$ cat src/rtl/exp_sub_pipe.sv
// exp_sub_pipe: two-stage valid/ready exponent datapath for the FP divide/sqrt unit.
// Define EXP_SUB_SATURATE_EN to clamp overflowing results to EMAX+1 and underflowing results to 0.
module exp_sub_pipe #(
  parameter int WIDTH = 13,
  parameter int BIAS  = 1023,
  parameter int EMAX  = 2046
) (
  input  logic             clk,
  input  logic             reset_n,
  input  logic             flush,
  input  logic             in_valid,
  output logic             in_ready,
  input  logic             sqrt_op,
  input  logic [WIDTH-1:0] ea,
  input  logic [WIDTH-1:0] eb,
  output logic             out_valid,
  input  logic             out_ready,
  output logic [WIDTH-1:0] q,
  output logic             odd,
  output logic             ovf,
  output logic             unf
);

  localparam int IW = WIDTH + 2;
  localparam logic signed [IW-1:0] BIAS_S = IW'(BIAS);
  localparam logic signed [IW-1:0] EMAX_S = IW'(EMAX);
  localparam logic signed [IW-1:0] ONE_S  = IW'(1);

  logic                 r_s1Valid;
  logic                 r_s1Sqrt;
  logic signed [IW-1:0] r_d;
  logic                 r_s2Valid;
  logic [WIDTH-1:0]     r_q;
  logic                 r_odd;
  logic                 r_ovf;
  logic                 r_unf;

  logic                 w_s2Adv;
  logic                 w_s1Adv;
  logic                 w_accept;
  logic signed [IW-1:0] w_eaX;
  logic signed [IW-1:0] w_ebX;
  logic signed [IW-1:0] w_d;
  logic signed [IW-1:0] w_r;
  logic [WIDTH-1:0]     w_q;
  logic                 w_odd;
  logic                 w_ovf;
  logic                 w_unf;

  // No skid buffer: in_ready ripples combinationally back from out_ready.
  assign w_s2Adv  = !r_s2Valid || out_ready;
  assign w_s1Adv  = !r_s1Valid || w_s2Adv;
  assign in_ready = w_s1Adv && !flush;
  assign w_accept = in_valid && in_ready;

  assign w_eaX = {2'b00, ea};
  assign w_ebX = {2'b00, eb};
  assign w_d   = sqrt_op ? (w_eaX + BIAS_S) : (w_eaX + ~w_ebX + ONE_S);

  always_comb begin
    w_r   = r_d + BIAS_S;
    w_odd = 1'b0;
    if (r_s1Sqrt) begin
      w_r   = r_d >>> 1;
      w_odd = r_d[0];
    end
    w_ovf = (w_r > EMAX_S);
    w_unf = (w_r < ONE_S);
`ifdef EXP_SUB_SATURATE_EN
    if (w_ovf) begin
      w_q = WIDTH'(EMAX + 1);
    end else if (w_unf) begin
      w_q = '0;
    end else begin
      w_q = w_r[WIDTH-1:0];
    end
`else
    w_q = w_r[WIDTH-1:0];
`endif
  end

  // Flush clears only the valid bits; data registers keep their contents.
  always_ff @(posedge clk or negedge reset_n) begin
    if (!reset_n) begin
      r_s1Valid <= 1'b0;
      r_s1Sqrt  <= 1'b0;
      r_d       <= '0;
      r_s2Valid <= 1'b0;
      r_q       <= '0;
      r_odd     <= 1'b0;
      r_ovf     <= 1'b0;
      r_unf     <= 1'b0;
    end else if (flush) begin
      r_s1Valid <= 1'b0;
      r_s2Valid <= 1'b0;
    end else begin
      if (w_s1Adv) begin
        r_s1Valid <= in_valid;
      end
      if (w_accept) begin
        r_d      <= w_d;
        r_s1Sqrt <= sqrt_op;
      end
      if (w_s2Adv) begin
        r_s2Valid <= r_s1Valid;
        if (r_s1Valid) begin
          r_q   <= w_q;
          r_odd <= w_odd;
          r_ovf <= w_ovf;
          r_unf <= w_unf;
        end
      end
    end
  end

  assign out_valid = r_s2Valid;
  assign q         = r_q;
  assign odd       = r_odd;
  assign ovf       = r_ovf;
  assign unf       = r_unf;

endmodule
$ cat config.mk
export PLATFORM = sky130hd
export DESIGN_NAME = exp_sub_pipe
export DESIGN_NICKNAME = d
export VERILOG_FILES = /design/src/rtl/exp_sub_pipe.sv
export SDC_FILE = /design/constraint.sdc
export NUM_CORES = 1
export LEC_CHECK = 0
export ABC_CLOCK_PERIOD_IN_PS = 6300
export BUFFER_PORTS_ARGS = -buffer_cell sky130_fd_sc_hd__buf_2
export CORE_UTILIZATION = 55
export DETAILED_ROUTE_END_ITERATION = 10
export GPL_TIMING_DRIVEN = 0
export PLACE_DENSITY = 0.83
export SLEW_MARGIN = 5
export SYNTH_ARGS = -nofsm -noshare
export SYNTH_HDL_FRONTEND = slang
export SYNTH_SLANG_ARGS = --single-unit
$ cat constraint.sdc
create_clock -name clk -period 6.3 [get_ports clk]
set_input_delay 0.63 -clock clk [delete_from_list [all_inputs] [get_ports clk]]
set_output_delay 0.63 -clock clk [all_outputs]
set_load 0.02 [all_outputs]
==> summary.txt, run 1 <==
Outcome
  – Result of the run: complete, no violations

Pwr
  – Reported leakage power: 1.47 nW
  – Maximum resistive drop on vdd: 0.000113 V
  – Power per cell area: 249 nW/um2
  – Overall power after layout: 0.791 mW

Final layout
  – Final instance area: 3180 um2
  – Utilization of the core after routing: 66.4%
  – Total inserted antenna cells: 0
  – Layout net count: 458
  – Growth of design area from synthesis to finish: 15.2%
  – Layout cell share with drive strength beyond 1: 16.5%

Setup path
  – Worst endpoint required time: 6520 ps
  – Kind of start point of the critical path: register
  – Crit Path Class: reg -> reg
  – Critical-path maximum fanout: 8
  – Worst-path cell chain: buf_2 -> inv_1 -> ha_1 -> nor3b_1 -> nand2_1 -> o311ai_0 -> o2111ai_1 -> nor4_2 -> a211o_1
  – Maximum cell stage delay along the critical path: 690 ps
  – Crit. End Element: register
  – Worst path slowest cell: sky130_fd_sc_hd__o311ai_0
  – Data arrival, critical path: 3110 ps

Routing
  – First-pass iteration count of the detailed router: 5
  – Total number of vias: 2688
  – Wire length per cell after detailed routing: 12.9 um
  – Number of DRC markers in iteration 0: 175
  – Wire length reported by the detailed router: 6150 um
  – Total DRC errors in the routed layout: 0
  – Antenna viol nets, final: 0
  – Routed vias/inst: 5.62

Clocking
  – Clock-pin transition on the worst setup and hold timing paths: 60 ps
  – Post-CTS sizing: 0
  – Max Root-Sink Buffers: 2
  – CTS Buf Count: 5
  – Clock root buffer master: sky130_fd_sc_hd__clkbuf_8
  – Clock tree from TritonCTS: done
  – Number of hold-repair buffers added at the cts stage: 0
  – Buffers inserted during post-CTS setup optimization: 0
  – Clock latency on the worst-skew pair: 280 ps
  – Number of levels the H-tree was split into: 2
  – Sinks on Clock Net: 34

Synthesis
  – Yosys Warn Count: 0
  – #FFs+latches synth: 34
  – Main flop type after synthesis: sky130_fd_sc_hd__dfrtp_1
  – Most frequent cell after synthesis: sky130_fd_sc_hd__nand2_1
  – Ys async rst share: 100%
  – Most numerous cell types in the synthesized netlist: sky130_fd_sc_hd__nand2_1, sky130_fd_sc_hd__dfrtp_1, sky130_fd_sc_hd__o21ai_0
  – Mapped cell area: 2760 um2
  – Number of enable flip-flop cells after synthesis: 0
  – Mapped Cells: 354
  – Share of the synthesized area in the top cell type: 30.9%
  – Post-synthesis sequential area ratio: 30.9%
  – Number of library cell types mapped by synthesis: 56
  – Top post-synthesis cells by area: sky130_fd_sc_hd__dfrtp_1, sky130_fd_sc_hd__nand2_1, sky130_fd_sc_hd__ha_1
  – Number of nets in the synthesized netlist: 402
  – Mean post-synth cell area: 7.79 um2
  – Largest area contributor in the netlist: sky130_fd_sc_hd__dfrtp_1

STA
  – Worst clock skew on the final layout: 2.29 ps
  – Final count of hold timing violations: 0
  – Pin slew with the least headroom to its limit: 731 ps
  – Setup WS post-layout: 3410 ps
  – Final setup violating endpoints: 0
  – Share of the clock period used by the worst path after layout: 45.8%
  – RSZ-0062 raised after global routing: no
  – Setup total negative slack: 0 ps
  – F_max: 0.346 GHz
  – Final Critical Period: 2890 ps
  – Headroom to the max-slew limit: 50.6%
  – Total count of max-transition violations in the final report: 0

Global routing
  – Global Route met3 Usage: 4.56%
  – Vias in the first global route: 2480
  – Met2 routing resource usage after global routing: 45.6%
  – Total gr overflow: 0
  – Total track usage: 25.4%
  – First-pass GRT wire length: 10700 um
  – Number of antenna violations at the first check in global routing: 0
  – Largest net degree at the start of global routing: 35
  – Most Used Layer, Global Route: met2
  – Met1 layer usage reported by global route: 30.2%

Hold path
  – Worst min path class: in -> async

Placement
  – Count of port buffers added during placement: 49
  – Hpwl dp: 4820 um
  – Pre-CTS worst setup slack: 3430 ps
  – Instance area at placement: 3090 um2
  – GP Congestion: 0.906

Floorplan
  – Starting density of the core: 57.6%
  – Core ar.: 4790 um2
  – Full die area: 5300 um2
  – Die X-Extent: 72.8 um
  – I/O Pins: 50
  – Die height: 72.8 um
  – Number of core rows: 25

Flow run
  – Max-Cap Viols: 0
cell type report:
cell class	instances	area, um2
Clock buffer	7	86.3
Fill cell	437	1610
Inverter	22	82.6
Sequential cell	34	851
Clock inverter	1	5.00
Buffer	18	77.6
Timing Repair Buffer	49	245
Multi-Input combinational cell	280	1750
Tap cell	67	83.8
worst max-delay path, delay by kind of cell (launching register included):
kind	cells	cell delay, ps
and+or+nand+nor	3	940
AOI/OAI and AO/OA	3	1090
DFF	1	350
buffers and inverters	2	240
adders and majority gates	1	200
path summary, 6_finish.rpt:
check	from	end	slack, ps	cells after the start
min in group clk	q[3]	q[3]	470	2
worst min-delay path	reset_n	q[6]	400	1
worst max register to register	r_d[0]	ovf	3410	9
worst max-delay path	r_d[0]	ovf	3410	9
max in group asynchronous	reset_n	r_d[13]	5460	1
worst min register to register	q[3]	q[3]	470	2
power by group:
group | internal (mW) | switching [mW] | total, mW
clock | 0.0880 | 0.0710 | 0.159
sequential | 0.267 | 0.0365 | 0.303
combinational | 0.128 | 0.200 | 0.329
total | 0.483 | 0.308 | 0.791
through the flow:
stage / std cells / hold WS (ps)
floorplan: 354 / 334
global placement: 470 / 453
detailed placement: 470 / 457
CTS: 478 / 424
global route: 478 / 465
finish: 478 / 397
cell families after synthesis:
family	Yosys count	synth area share, %
mux	4	1.54
xor+xnor	20	6.35
fa+ha+maj	16	7.53
buf+inv	40	5.81
simple gates	143	25.2
compound gates	97	22.7
flops	34	30.9
cells in the final DEF, fill, tap and decap left out, drive strengths merged, types with 2 or more instances in the layout:
master / instances
o21a: 4
nor3b: 3
nand2b: 5
a2111oi: 2
nand3: 7
a21oi: 20
a21o: 3
nand4: 5
a211o: 2
mux2: 2
nor4: 6
nor3: 12
xnor2: 13
buf: 55
dfrtp: 34
o41ai: 3
or4: 3
or3: 4
a221o: 2
or3b: 2
ha: 15
nor2b: 3
a31oi: 6
nand2: 59
o31a: 4
mux2i: 2
inv: 22
o2111ai: 2
clkbuf: 19
o31ai: 4
o311ai: 2
or4b: 2
o21ai: 34
xor2: 7
nor2: 26
and3: 2
registers in the layout, indices dropped and copies added, names as in the netlist:
signal / count
odd: 1
r_d: 15
r_s1Sqrt: 1
ovf: 1
r_s1Valid: 1
q: 13
out_valid: 1
unf: 1
layer usage:
metal / share of wire (%) / vias up
met1: 45 / 1198
met5: 0 / -
met4: 1.5 / 0
li1: - / 1393
met2: 49 / 88
met3: 4.1 / 9
(Power assumes the default switching activity.)
==> run 2, diff against run 1 <==
- ABC_CLOCK_PERIOD_IN_PS: 6300 -> 2600
- CORE_UTILIZATION: 55 -> 51
- PLACE_DENSITY: 0.83 -> 0.81
- clock period: 6.3 -> 2.6 ns (I/O delays scaled with it)
==> summary.txt, run 2 (synthesis gave the netlist of run 1 again) <==
Global routing
  – Largest net degree at the start of global routing: 35
  – Vias in the first global route: 2439
  – Global Route met3 Usage: 3.57%
  – Met1 layer usage reported by global route: 29.8%
  – Most Used Layer, Global Route: met2
  – Total gr overflow: 0
  – First-pass GRT wire length: 10600 um
  – Number of antenna violations at the first check in global routing: 0
  – Total track usage: 24.3%
  – Met2 routing resource usage after global routing: 43.9%

Clocking
  – Clock tree from TritonCTS: done
  – Clock latency on the worst-skew pair: 280 ps
  – Buffers inserted during post-CTS setup optimization: 0
  – Clock root buffer master: sky130_fd_sc_hd__clkbuf_8
  – CTS Buf Count: 5
  – Number of levels the H-tree was split into: 2
  – Number of hold-repair buffers added at the cts stage: 0
  – Sinks on Clock Net: 34
  – Clock-pin transition on the worst setup and hold timing paths: 60 ps
  – Max Root-Sink Buffers: 2

STA
  – Share of the clock period used by the worst path after layout: 91.9%
  – Setup WS post-layout: 211 ps
  – Pin slew with the least headroom to its limit: 730 ps
  – RSZ-0062 raised after global routing: no
  – Final count of hold timing violations: 0
  – F_max: 0.419 GHz
  – Headroom to the max-slew limit: 51.3%
  – Final Critical Period: 2390 ps
  – Total count of max-transition violations in the final report: 0
  – Worst clock skew on the final layout: 4.07 ps
  – Smallest hold slack: 32.8 ps
  – Final setup violating endpoints: 0

Setup path
  – Worst-path cell chain: buf_2 -> inv_1 -> ha_1 -> or3b_2 -> o311ai_2 -> o311ai_2 -> o2111ai_1 -> nor4_2 -> a211o_1
  – Total number of cells along the worst setup path: 9
  – Kind of start point of the critical path: register
  – Crit Path Class: reg -> reg
  – Reg2reg path depth: 9
  – Worst r2r src: r_d[0]
  – Buffer and inverter count on the worst path: 2
  – Family with the most delay on the worst path: compound AO/OA/AOI/OAI gates
  – Worst path slowest cell: sky130_fd_sc_hd__or3b_2
  – Most common cell on crit path: sky130_fd_sc_hd__o311ai_2
  – Beginning of the critical path: r_d[0]
  – Worst endpoint required time: 2770 ps
  – Data arrival, critical path: 2560 ps
  – Maximum cell stage delay along the critical path: 520 ps
  – Critical-path maximum fanout: 8
  – Crit. End Element: register

Routing
  – Total DRC errors in the routed layout: 0
  – Total number of vias: 2684
  – Routed vias/inst: 5.59
  – Number of DRC markers in iteration 0: 215
  – First-pass iteration count of the detailed router: 4
  – Wire length reported by the detailed router: 6200 um
  – Wire length per cell after detailed routing: 12.9 um
  – Antenna viol nets, final: 0

Final layout
  – Layout net count: 458
  – Count of fill cells added during filler insertion: 486
  – Growth of design area from synthesis to finish: 16.0%
  – Total inserted antenna cells: 0
  – Final instance area: 3200 um2
  – Layout cell share with drive strength beyond 1: 17.3%
  – Commonest non-fill, non-tap cells in the layout: sky130_fd_sc_hd__nand2_1, sky130_fd_sc_hd__buf_2, sky130_fd_sc_hd__o21ai_0, sky130_fd_sc_hd__dfrtp_1, sky130_fd_sc_hd__nor2_1
  – Number of flip-flops under the largest register name: 15
  – Register name with the most flops: r_d
  – Most common library cell in the layout ignoring fill and taps: sky130_fd_sc_hd__nand2_1

Placement
  – Pre-CTS worst setup slack: -274 ps
  – Instance area at placement: 3090 um2
  – GP Congestion: 0.853
  – Hpwl dp: 4810 um
  – Count of port buffers added during placement: 49

Flow run
  – Max-Cap Viols: 0

Outcome
  – Result of the run: complete, no violations

Floorplan
  – Core ar.: 5170 um2
  – Die height: 75.5 um
  – Number of core rows: 26
  – I/O Pins: 50
  – Starting density of the core: 53.3%
  – Full die area: 5710 um2
  – Die X-Extent: 75.5 um

Pwr
  – Reported leakage power: 1.47 nW
  – Power per cell area: 594 nW/um2
  – Maximum resistive drop on vdd: 0.000318 V

Hold path
  – Worst min path class: in -> async
[run 2: cell types whose count changed in the layout (fill, tap and decap cells not counted), sizes merged]
cell,change
clkinv,-1
[run 2: report_power, final]
group | switching, mW | internal [mW] | total [mW]
Clock | 0.169 | 0.184 | 0.353
Combinational | 0.492 | 0.318 | 0.810
Sequential | 0.0909 | 0.646 | 0.737
[run 2: layout make-up]
cell class	instances	area, um2	share of cell area, %
Buffer	18	77.6	2.43
Tap cell	70	87.6	2.74
Timing Repair Buffer	49	245	7.67
Inverter	22	82.6	2.58
Multi-Input combinational cell	280	1780	55.6
Sequential cell	34	851	26.6
Clock buffer	7	76.3	2.39
[run 2: final timing paths]
kind	slack [ps]	end
setup / recovery	210	ovf
hold reg to reg	470	q[10]
max in group asynchronous	2100	r_d[11]
min in group clk	180	r_s1Valid
setup reg to reg	210	ovf
hold / removal	30	q[2]
[run 2: metrics by stage]
step	utilization [%]	TNS [ps]	cells	total power, mW
CTS	61.3	0	480	1.89
detailed placement	59.7	-466	473	1.53
floorplan	-	0	354	1.30
global route	61.8	0	480	2.06
global placement	59.7	-142	473	1.50
finish	61.8	0	480	1.90
[run 2: routing by layer]
metal	vias up	wire length (um)
met2	82	3030
met3	11	308
met4	0	107
met5	-	0
li1	1379	-
met1	1212	2760
[run 2: what timing repair did]
| action | in CTS | in global routing |
|---|---|---|
| resized for setup | 2 | 5 |
| endpoints found under the hold margin | 0 | 0 |
| setup endpoints to repair | 2 | 2 |
==> run 3, diff against run 2 <==
- BUFFER_PORTS_ARGS: -buffer_cell sky130_fd_sc_hd__buf_2 -> -buffer_cell sky130_fd_sc_hd__buf_4
==> summary.txt, run 3 (synthesis gave the netlist of run 1 again) <==
Clocking
  – Max Root-Sink Buffers: 2
  – Sinks on Clock Net: 34
  – Clock root buffer master: sky130_fd_sc_hd__clkbuf_8
  – Clock-pin transition on the worst setup and hold timing paths: 70 ps
  – Clock latency on the worst-skew pair: 290 ps
  – Number of levels the H-tree was split into: 2
  – CTS Buf Count: 5
  – Buffers inserted during post-CTS setup optimization: 0
  – Clock tree from TritonCTS: done

Setup path
  – Crit path capture: ovf
  – Destination of the worst register-to-register timing path: ovf
  – Critical-path maximum fanout: 10
  – Kind of start point of the critical path: register
  – Reg2reg path depth: 8
  – Crit. End Element: register
  – Crit Path Class: reg -> reg
  – Worst endpoint required time: 2820 ps
  – Data arrival, critical path: 2690 ps
  – Worst r2r src: r_d[2]
  – Beginning of the critical path: r_d[2]
  – Setup slack, reg-to-reg: 130 ps

Routing
  – Routed vias/inst: 5.63
  – Total number of vias: 2715
  – Total DRC errors in the routed layout: 0
  – Antenna viol nets, final: 0
  – Wire length reported by the detailed router: 6350 um
  – Number of DRC markers in iteration 0: 178
  – Wire length per cell after detailed routing: 13.2 um
  – First-pass iteration count of the detailed router: 4

Placement
  – GP Congestion: 0.868
  – Hpwl dp: 4900 um
  – Count of port buffers added during placement: 49
  – Instance area at placement: 3210 um2
  – DP Cell Count: 473

Floorplan
  – Starting density of the core: 53.3%
  – I/O Pins: 50
  – Die X-Extent: 75.5 um
  – Number of core rows: 26
  – Full die area: 5710 um2
  – Die height: 75.5 um
  – Core ar.: 5170 um2

Global routing
  – Number of antenna violations at the first check in global routing: 0
  – Total gr overflow: 0
  – Vias in the first global route: 2472
  – First-pass GRT wire length: 10900 um
  – Largest net degree at the start of global routing: 35
  – Total track usage: 24.8%

Hold path
  – Startpoint of the lowest-slack hold path: flush
  – Worst min path class: in -> reg

Final layout
  – Layout net count: 459
  – Total inserted antenna cells: 0
  – Register name with the most flops: r_d
  – Most common library cell in the layout ignoring fill and taps: sky130_fd_sc_hd__nand2_1
  – Number of flip-flops under the largest register name: 15
  – Layout cell share with drive strength beyond 1: 17.5%
  – Commonest non-fill, non-tap cells in the layout: sky130_fd_sc_hd__nand2_1, sky130_fd_sc_hd__buf_4, sky130_fd_sc_hd__o21ai_0, sky130_fd_sc_hd__dfrtp_1, sky130_fd_sc_hd__nor2_1
  – Final instance area: 3360 um2
  – Growth of design area from synthesis to finish: 21.7%
  – Final standard cell count with taps included and fillers excluded: 482

Outcome
  – Result of the run: complete, no violations

STA
  – Share of the clock period used by the worst path after layout: 94.8%
  – Worst clock skew on the final layout: 6.62 ps
  – Final setup violating endpoints: 0
  – Final Critical Period: 2470 ps
  – F_max: 0.406 GHz
  – Total count of max-transition violations in the final report: 0
  – Final count of hold timing violations: 0
  – Headroom to the max-slew limit: 65.6%
  – RSZ-0062 raised after global routing: no
  – Pin slew with the least headroom to its limit: 512 ps

Pwr
  – Maximum resistive drop on vdd: 0.000344 V
  – Reported leakage power: 1.52 nW
  – Power per cell area: 612 nW/um2

Flow run
  – Max-Cap Viols: 0
[run 3: metrics by stage]
stage	hold WS (ps)	setup slack (ps)	total power, mW	TNS (ps)	utilization (%)
final	151	134	2.05	0	64.9
after global routing	166	33.3	2.20	0	64.9
after CTS	149	121	2.04	0	64.5
after detailed placement	219	-249	1.59	-337	62.1
after global placement	223	-117	1.56	-145	62.1
after floorplan	-35.6	317	1.30	0	-
[run 3: what timing repair did]
action,CTS,global route
gates resized for setup,2,4
endpoints found under the setup margin,2,1
endpoints found under the hold margin,34,0
hold buffers,1,0
[run 3: final cells by class]
type	instances	area [um2]
fillers	483	1820
multi-input cells	280	1770
flip-flops and latches	34	851
repair buffers	50	378
clock buffers	8	110
well taps	70	87.6
inverters	22	82.6
plain buffers	18	77.6
[run 3: report_power, final]
group	total [mW]	switching, mW	internal, mW
clock network	0.446	0.179	0.267
registers	0.738	0.0921	0.646
logic	0.869	0.496	0.373
[run 3: how the worst min path moves through the flow]
| stage | slack (ps) | cells past startpoint | endpoint |
|---|---|---|---|
| floorplan | -40 | 0 | odd |
| global placement | 220 | 1 | odd |
| finish | 150 | 2 | r_s1Valid |
| detailed placement | 220 | 1 | q[2] |
| global route | 170 | 2 | r_s1Valid |
| CTS | 150 | 2 | r_s1Valid |
[run 3: worst max-delay path, cell delays in order, from the launching register on]
cell and delay (ps):
sky130_fd_sc_hd__dfrtp_1 360, sky130_fd_sc_hd__clkbuf_1 250, sky130_fd_sc_hd__or4_1 440, sky130_fd_sc_hd__buf_2 170
sky130_fd_sc_hd__or3_1 310, sky130_fd_sc_hd__a31oi_1 310, sky130_fd_sc_hd__nand3_2 120, sky130_fd_sc_hd__nor4_2 310
sky130_fd_sc_hd__a211o_1 140
[run 3: routing by layer]
metal / wire length, um / part of all wire, % / track usage [%]
met5: 0 / 0 / 0
met4: 162 / 2.5 / 10.7
met3: 278 / 4.4 / 3.70
met2: 3090 / 49 / 44.3
met1: 2820 / 44 / 29.4
